$ cat src/rtl/qed_dup_issue.sv
// Single-entry QED instruction duplicator between fetch and if_id.
// Presents each accepted instruction once, then optionally a register-remapped duplicate.
module qed_dup_issue #(
    parameter logic [31:0] NOP_INST = 32'h00000013
) (
    input  logic        clk,
    input  logic        rst,
    input  logic        ena_i,
    input  logic        flush_i,
    input  logic [31:0] inst_i,
    input  logic [31:0] inst_addr_i,
    input  logic        in_valid_i,
    output logic        in_ready_o,
    output logic [31:0] inst_o,
    output logic [31:0] inst_addr_o,
    output logic        out_valid_o,
    input  logic        out_ready_i,
    output logic        qed_vld_o,
    output logic        is_dup_o,
    output logic        illegal_o
);

    localparam logic [6:0] OP_OP     = 7'b0110011;
    localparam logic [6:0] OP_IMM    = 7'b0010011;
    localparam logic [6:0] OP_LUI    = 7'b0110111;
    localparam logic [6:0] OP_LOAD   = 7'b0000011;
    localparam logic [6:0] OP_STORE  = 7'b0100011;
    localparam logic [6:0] OP_BRANCH = 7'b1100011;
    localparam logic [6:0] OP_JAL    = 7'b1101111;
    localparam logic [6:0] OP_JALR   = 7'b1100111;

    typedef enum logic [1:0] {EMPTY, ORIG, DUP} state_t;

    state_t      state, state_nxt;
    logic [31:0] inst_q, addr_q;
    logic        need_dup_q, illegal_q;

    logic        use_rd, use_rs1, use_rs2, dupable;
    logic        regfield_ge16, illegal_new, accept, last_beat, out_fire;
    logic [31:0] dup_inst;

    // Register fields read/written by each checked format; unchecked opcodes use none.
    always_comb begin
        use_rd  = 1'b0;
        use_rs1 = 1'b0;
        use_rs2 = 1'b0;
        dupable = 1'b0;
        case (inst_i[6:0])
            OP_OP:              begin use_rd = 1'b1; use_rs1 = 1'b1; use_rs2 = 1'b1; dupable = 1'b1; end
            OP_IMM:             begin use_rd = 1'b1; use_rs1 = 1'b1; dupable = 1'b1; end
            OP_LUI:             begin use_rd = 1'b1; dupable = 1'b1; end
            OP_LOAD, OP_JALR:   begin use_rd = 1'b1; use_rs1 = 1'b1; end
            OP_STORE, OP_BRANCH: begin use_rs1 = 1'b1; use_rs2 = 1'b1; end
            OP_JAL:             use_rd = 1'b1;
            default:            ;
        endcase
    end

    assign regfield_ge16 = (use_rd & inst_i[11]) | (use_rs1 & inst_i[19]) | (use_rs2 & inst_i[24]);
    assign illegal_new   = ena_i & regfield_ge16;

    // Nonzero fields move into x16-x31 by setting bit 4; x0 stays x0.
    always_comb begin
        dup_inst = inst_q;
        case (inst_q[6:0])
            OP_OP: begin
                dup_inst[11:7]  = {|inst_q[11:7],  inst_q[10:7]};
                dup_inst[19:15] = {|inst_q[19:15], inst_q[18:15]};
                dup_inst[24:20] = {|inst_q[24:20], inst_q[23:20]};
            end
            OP_IMM: begin
                dup_inst[11:7]  = {|inst_q[11:7],  inst_q[10:7]};
                dup_inst[19:15] = {|inst_q[19:15], inst_q[18:15]};
            end
            OP_LUI:  dup_inst[11:7] = {|inst_q[11:7], inst_q[10:7]};
            default: ;
        endcase
    end

    assign last_beat  = (state == DUP) | ((state == ORIG) & ~need_dup_q);
    assign in_ready_o = ~rst & ~flush_i & ((state == EMPTY) | (out_ready_i & last_beat));
    assign accept     = in_valid_i & in_ready_o;
    assign out_fire   = out_valid_o & out_ready_i;

    always_comb begin
        state_nxt = state;
        if (flush_i) begin
            state_nxt = EMPTY;
        end else begin
            case (state)
                EMPTY: if (accept) state_nxt = ORIG;
                ORIG:  if (out_fire) state_nxt = need_dup_q ? DUP : (accept ? ORIG : EMPTY);
                DUP:   if (out_fire) state_nxt = accept ? ORIG : EMPTY;
                default: state_nxt = EMPTY;
            endcase
        end
    end

    always_ff @(posedge clk) begin
        if (rst) begin
            state      <= EMPTY;
            inst_q     <= NOP_INST;
            addr_q     <= 32'h0;
            need_dup_q <= 1'b0;
            illegal_q  <= 1'b0;
        end else begin
            state <= state_nxt;
            if (accept) begin
                inst_q     <= inst_i;
                addr_q     <= inst_addr_i;
                illegal_q  <= illegal_new;
                need_dup_q <= ena_i & dupable & ~illegal_new;
            end
        end
    end

    assign out_valid_o = (state != EMPTY);
    assign inst_o      = (state == DUP) ? dup_inst : (illegal_q ? NOP_INST : inst_q);
    assign inst_addr_o = addr_q;
    assign qed_vld_o   = need_dup_q;
    assign is_dup_o    = (state == DUP);
    assign illegal_o   = (state == ORIG) & illegal_q;

endmodule

$ cat config.mk
export PLATFORM = sky130hd
export DESIGN_NAME = qed_dup_issue
export DESIGN_NICKNAME = d
export VERILOG_FILES = /design/src/rtl/qed_dup_issue.sv
export SDC_FILE = /design/constraint.sdc
export NUM_CORES = 1
export LEC_CHECK = 0
export ABC_AREA = 1
export CORE_MARGIN = 1.5
export CORE_UTILIZATION = 37
export CTS_CLUSTER_DIAMETER = 50
export DETAILED_ROUTE_END_ITERATION = 8
export MAX_ROUTING_LAYER = met4
export PLACE_DENSITY = 0.75
export SLEW_MARGIN = 20
export SYNTH_ARGS = -nofsm -noshare
export SYNTH_HDL_FRONTEND = slang
export SYNTH_SLANG_ARGS = --single-unit
$ cat constraint.sdc
create_clock -name clk -period 1.34 [get_ports clk]
set_input_delay 0.134 -clock clk [delete_from_list [all_inputs] [get_ports clk]]
set_output_delay 0.134 -clock clk [all_outputs]
set_load 0.05 [all_outputs]
==> results_dict.tcl, run 1 <==
set metrics [dict create \
    grt_overflow 0 \
    synth_cells 399 \
    cts_tree "built" \
    layout.nets 649 \
    regToRegStartpoint "state[0]$_SDFFE_PP0P_" \
    grt_usage 0.305 \
    cp_cell_sequence "buf_6 > nor2_4 > nor2_4 > buf_6 > buf_16 > nor2_4 > buf_6" \
    synth_top_area_share 0.475 \
    fin_ws_ns -0.390 \
    stdcell_count 681 \
    numCtsBuffers 9 \
    cp_max_fo 8 \
    hold_class "in -> reg" \
    ff2ff_path_depth 10 \
    worst_pin_slew_ns 0.471 \
    wl_mm 14.7 \
    netlist_area_um2 2870 \
    path_class "reg -> out" \
    cts.path.max_buffers 2 \
    gp_congestion 0.825 \
    netlist_top_cells_count "nor2_1, dfxtp_1, o21ai_1" \
    critPathSlowestCell "dfxtp_2" \
    syn_nets 469 \
    p_leak_nw 2.58 \
    final_max_slew_viol_count 0 \
    antenna_found_initial 0 \
    detail_route.iter0.violations 229 \
    syn_to_final_growth_pct 131 \
    core_um2 7370 \
    reg2reg_slack_ns -0.37 \
    wl_per_cell_um 21.7 \
    yosysWarningCount 0 \
    reg2reg_to "inst_addr_o[10]$_SDFFE_PP0N_" \
    clk_latency_ns 0.35 \
    arrival_ns 1.60 \
    max_freq_mhz 578 \
    cp-start-kind "flop" \
    async_flop_share 0 \
    finalCritPeriodShare 1.29 \
    period_needed_ns 1.73 \
    drv_cap 0 \
    dpl.hpwl_mm 6.37 \
    topRoutingLayerUsed "met4" \
    synth-main-ff-cell "dfxtp_1" \
    startpoint "state[0]$_SDFFE_PP0P_" \
    critical_path_required_ns 1.21 \
    synth_area_leaders "dfxtp_1, nor2_1, o21ai_1" \
    finalHoldViolCount 0 \
    die_area_um2 8290 \
    vias 3780 \
    max_slew_margin 0.685 \
    status "finished, violations left" \
    antenna_cells 0 \
    vias_per_cell 5.55 \
    fin_skew_ns 0.0187 \
    wl_met3_mm 1.03 \
    synth_edf_count 0 \
    drcViolationCount 0 \
    violations "negative setup slack" \
    die_y_um 91.0 \
    met1_length_mm 5.22 \
    numPortBuffers 138 \
    first_pass_iters 4 \
    whs_ns 0.396 \
    cp-end-kind "output pin" \
    rsz0062_at_grt "true" \
    endpoint "inst_o[8]" \
    ant_nets 0 \
    final-seq-area_um2 1380 \
    grt_pass1_wl_mm 19.1 \
    drive_above_1_share 0.507 \
    route.met2.wl_mm 7.76 \
    setup_violations 103 \
    holdBufCountCts 0 \
    hp-start "inst_addr_i[20]" \
    rows 31 \
    synth_top_area_cell "dfxtp_1" \
    clkTransAtPathRegs_ns 0.09 \
    ys_seq_area_frac 0.475 \
    max_stage_delay_ns 0.35 \
    htreeDepth 3 \
    grt_max_degree 35 \
    die_x_um 91.0 \
    synth.most_common_cell "nor2_1" \
    numPlacedInstances 641 \
    fillers 272 \
    ys_ff_latch 68 \
    synth_cell_types 23 \
    irDropWorstVdd_v 0.000763 \
    syn_avg_cell_area_um2 7.19 \
    power_per_cell_area_nw_per_um2 916 \
    pin_count 139 \
    multi_input_area_um2 2070 \
    cts_sinks 68 \
    grt_pass1_vias 3743 \
    start_util 0.389 \
    root_buffer "clkbuf_8" \
]
[layer usage]
| layer | up-vias | global-route usage |
|---|---|---|
| met4 | 0 | 0.137 |
| met3 | 74 | 0.0570 |
| li1 | 1634 | - |
| met1 | 1818 | 0.324 |
| met5 | - | - |
| met2 | 254 | 0.547 |
[where the power goes]
part / internal (mW) / switching [mW]
Clock: 1.05 / 0.852
Sequential: 2.12 / 0.119
Combinational: 0.914 / 1.02
Total: 4.08 / 1.99
[how the worst min path moves through the flow]
stage	endpoint	slack, ns	cells past startpoint
floorplan	qed_vld_o$_SDFFE_PP0N_	0.19	1
global placement	inst_q[31]$_SDFFE_PP0N_	0.46	2
finish	inst_addr_o[20]$_SDFFE_PP0N_	0.40	3
global route	inst_addr_o[18]$_SDFFE_PP0N_	0.44	3
CTS	inst_q[0]$_SDFFE_PP1N_	0.39	3
detailed placement	illegal_q$_SDFFE_PP0N_	0.46	2
[repair_timing]
item,CTS,global route
gates cloned,14,1
resized for setup,138,113
buffers inserted,19,1
pin swaps,27,45
endpoints found under the setup margin,102,103
[metrics by stage]
step / TNS [ns] / area [um2] / util / setup slack [ns] / total power, mW
6_report: -32.40 / 6640 / 0.900 / -0.390 / 6.08
3_3_place_gp: -26.04 / 5070 / 0.689 / -0.433 / 3.65
4_1_cts: -23.20 / 6280 / 0.852 / -0.298 / 5.76
5_1_grt: -36.27 / 6640 / 0.900 / -0.448 / 6.21
2_1_floorplan: -14.95 / 3150 / - / -0.195 / 2.98
3_5_place_dp: -28.80 / 5070 / 0.689 / -0.499 / 3.68
[registers in the layout (all words and copies together) (netlist names)]
register     flops
inst_q          32
qed_vld_o        1
state            2
inst_addr_o     32
illegal_q        1
[cell usage in the layout (no fill, tap or decap), types with 3 or more instances in the layout]
cell,count
nor2_1,50
inv_2,3
nand3_1,5
dfxtp_2,6
clkbuf_8,13
nand2_1,27
nor2_2,17
o21ai_0,6
a21oi_2,28
nand2_4,5
nor2_4,46
o211ai_1,3
o21ai_1,21
buf_6,38
buf_16,12
o21ai_2,21
o21ai_4,16
clkdlybuf4s50_1,69
buf_12,49
dfxtp_1,60
o31ai_4,4
buf_8,5
inv_1,38
buf_4,16
[critical path: cells and delay by family, from the launching register on]
kind                   cells  cell delay, ns
DFF                        1            0.35
and+or+nand+nor            3            0.31
buffers and inverters      4            0.58
[final cells by class]
type	instances	share of cell area
sequential	68	0.207
clock buffer	13	0.0270
multi-input combinational	264	0.313
inverter	46	0.0304
timing repair buffer	190	0.399
clock inverter	1	0.00453
tap	99	0.0187
[cells by family (layout without fill, tap and decap cells)]
| group | after synthesis | count (layout) | synth area share |
|---|---|---|---|
| buf+inv | 68 | 250 | 0.119 |
| flops | 68 | 68 | 0.475 |
| simple gates | 161 | 162 | 0.220 |
| compound gates | 102 | 102 | 0.186 |
Note: power is estimated with default switching activity, not from simulation.
==> inputs of run 2 (changes only) <==
- CELL_PAD_IN_SITES_DETAIL_PLACEMENT: default -> 0
- CELL_PAD_IN_SITES_GLOBAL_PLACEMENT: default -> 1
- CORE_MARGIN: 1.5 -> default
- CORE_UTILIZATION: 37 -> 25
==> run 2 against run 1 <==
The run still ends with negative setup slack left. Register-to-register slack improved by 0.04 ns. Non-clock buffer count up 18. Power is 7.8% higher.
==> results_dict.tcl, run 2 (synthesis gave the netlist of run 1 again) <==
set metrics [dict create \
    dp_slack_ns -0.432 \
    setup_violations 103 \
    antenna_found_initial 0 \
    grt_pass1_vias 3505 \
    core_um2 11000 \
    cts.path.max_buffers 2 \
    grt_pass1_wl_mm 17.3 \
    numPortBuffers 138 \
    root_buffer "clkbuf_16" \
    grt_usage 0.197 \
    arrival_ns 1.54 \
    die_area_um2 11900 \
    cp-start-kind "flop" \
    detail_route.iter0.violations 125 \
    layout_common_cells "nor2_1, clkdlybuf4s50_1, dfxtp_1" \
    whs_ns 0.416 \
    cts_sinks 68 \
    antenna_cells 0 \
    violations "negative setup slack" \
    cp_max_fo 4 \
    critical_path_required_ns 1.21 \
    layout.nets 667 \
    grt_overflow 0 \
    fin_skew_ns 0.00596 \
    layout_commonest_cell "nor2_1" \
    path_class "reg -> out" \
    vias_per_cell 4.51 \
    p_leak_nw 2.76 \
    syn_to_final_growth_pct 143 \
    gp_congestion 0.766 \
    max_slew_margin 0.716 \
    clk_latency_ns 0.33 \
    drcViolationCount 0 \
    cp-end-kind "output pin" \
    vias 3348 \
    numCtsBuffers 9 \
    finalHoldViolCount 0 \
    reg2reg_to "inst_q[9]$_SDFFE_PP0N_" \
    irDropWorstVdd_v 0.000719 \
    finalPower_mw 6.55 \
    wl_per_cell_um 15.5 \
    clkTransAtPathRegs_ns 0.06 \
    status "finished, violations left" \
    dpl.hpwl_mm 6.55 \
    ant_nets 0 \
    pin_count 139 \
    grt_max_degree 30 \
    numPlacedInstances 683 \
    drv_cap 0 \
    period_needed_ns 1.67 \
    fillers 872 \
    final-seq-area_um2 1370 \
    fin_ws_ns -0.332 \
    rsz0062_at_grt "true" \
    stdcell_count 742 \
    endpoint "inst_o[5]" \
    reg2reg_slack_ns -0.33 \
    rows 38 \
    startpoint "state[0]$_SDFFE_PP0P_" \
    worst_pin_slew_ns 0.424 \
    die_x_um 109 \
    wl_mm 11.5 \
    start_util 0.260 \
    cts_tree "built" \
    hold_class "in -> reg" \
    htreeDepth 3 \
    regToRegStartpoint "state[1]$_SDFFE_PP0P_" \
    first_pass_iters 4 \
    multi_input_area_um2 1910 \
    max_freq_mhz 598 \
    ff2ff_path_depth 11 \
    drive_above_1_share 0.482 \
    final_max_slew_viol_count 0 \
    die_y_um 109 \
    finalCritPeriodShare 1.25 \
    holdBufCountCts 0 \
    power_per_cell_area_nw_per_um2 939 \
]
==> run 2: cell count changes in the layout (fill, tap and decap cells not counted), sizes merged <==
| cell | before | now |
|---|---|---|
| inv | 44 | 46 |
| buf | 120 | 136 |
| clkinvlp | 0 | 2 |
==> run 2: report_power, final <==
part	internal, mW	total, mW	switching, mW
sequential	2.13	2.21	0.0859
combinational	0.946	1.90	0.951
clock	1.54	2.44	0.894
==> run 2: what timing repair did <==
item / 4_1_cts / 5_1_grt
pin swaps: 26 / 10
setup buffers: 20 / 3
cloned: 18 / 3
endpoints found under the setup margin: 99 / 103
resized for setup: 174 / 48
==> run 2: layout make-up <==
cell class | count | share of cell area
repair buffers | 208 | 0.431
multi-input cells | 264 | 0.274
clock buffers | 11 | 0.0362
flip-flops and latches | 68 | 0.196
clock inverters | 5 | 0.00843
inverters | 46 | 0.0291
well taps | 140 | 0.0251
==> run 2: layer usage <==
layer | vias up | share of wire | global-route usage
li1 | 1682 | - | -
met1 | 1554 | 0.41 | 0.213
met2 | 106 | 0.53 | 0.359
met3 | 6 | 0.052 | 0.0520
met4 | 0 | 0.0079 | 0.0425
met5 | - | 0 | -
==> run 2: how the worst min path moves through the flow <==
stage | start | endpoint | slack, ns | cells past startpoint
after floorplan | rst | qed_vld_o$_SDFFE_PP0N_ | 0.19 | 1
after global placement | illegal_q$_SDFFE_PP0N_ | illegal_q$_SDFFE_PP0N_ | 0.45 | 2
after detailed placement | illegal_q$_SDFFE_PP0N_ | illegal_q$_SDFFE_PP0N_ | 0.46 | 2
after CTS | inst_i[1] | inst_q[1]$_SDFFE_PP1N_ | 0.41 | 3
after global routing | inst_i[1] | inst_q[1]$_SDFFE_PP1N_ | 0.44 | 3
final | inst_i[0] | inst_q[0]$_SDFFE_PP1N_ | 0.42 | 3
==> run 2: through the flow <==
stage                     setup TNS, ns  cell area, um2   util
after floorplan                  -14.95            3150      -
after global placement           -25.90            5100  0.462
after detailed placement         -26.56            5100  0.462
after CTS                        -26.32            6640  0.602
after global routing             -33.38            6970  0.632
final                            -26.29            6970  0.632
==> run 2: worst max-delay path: stages, from the launching register on <==
cell and delay, ns:
dfxtp_2 0.33, buf_6 0.12, nor2_4 0.14, nor2_4 0.06, buf_12 0.14, clkbuf_16 0.15
nor2_2 0.10, buf_6 0.17
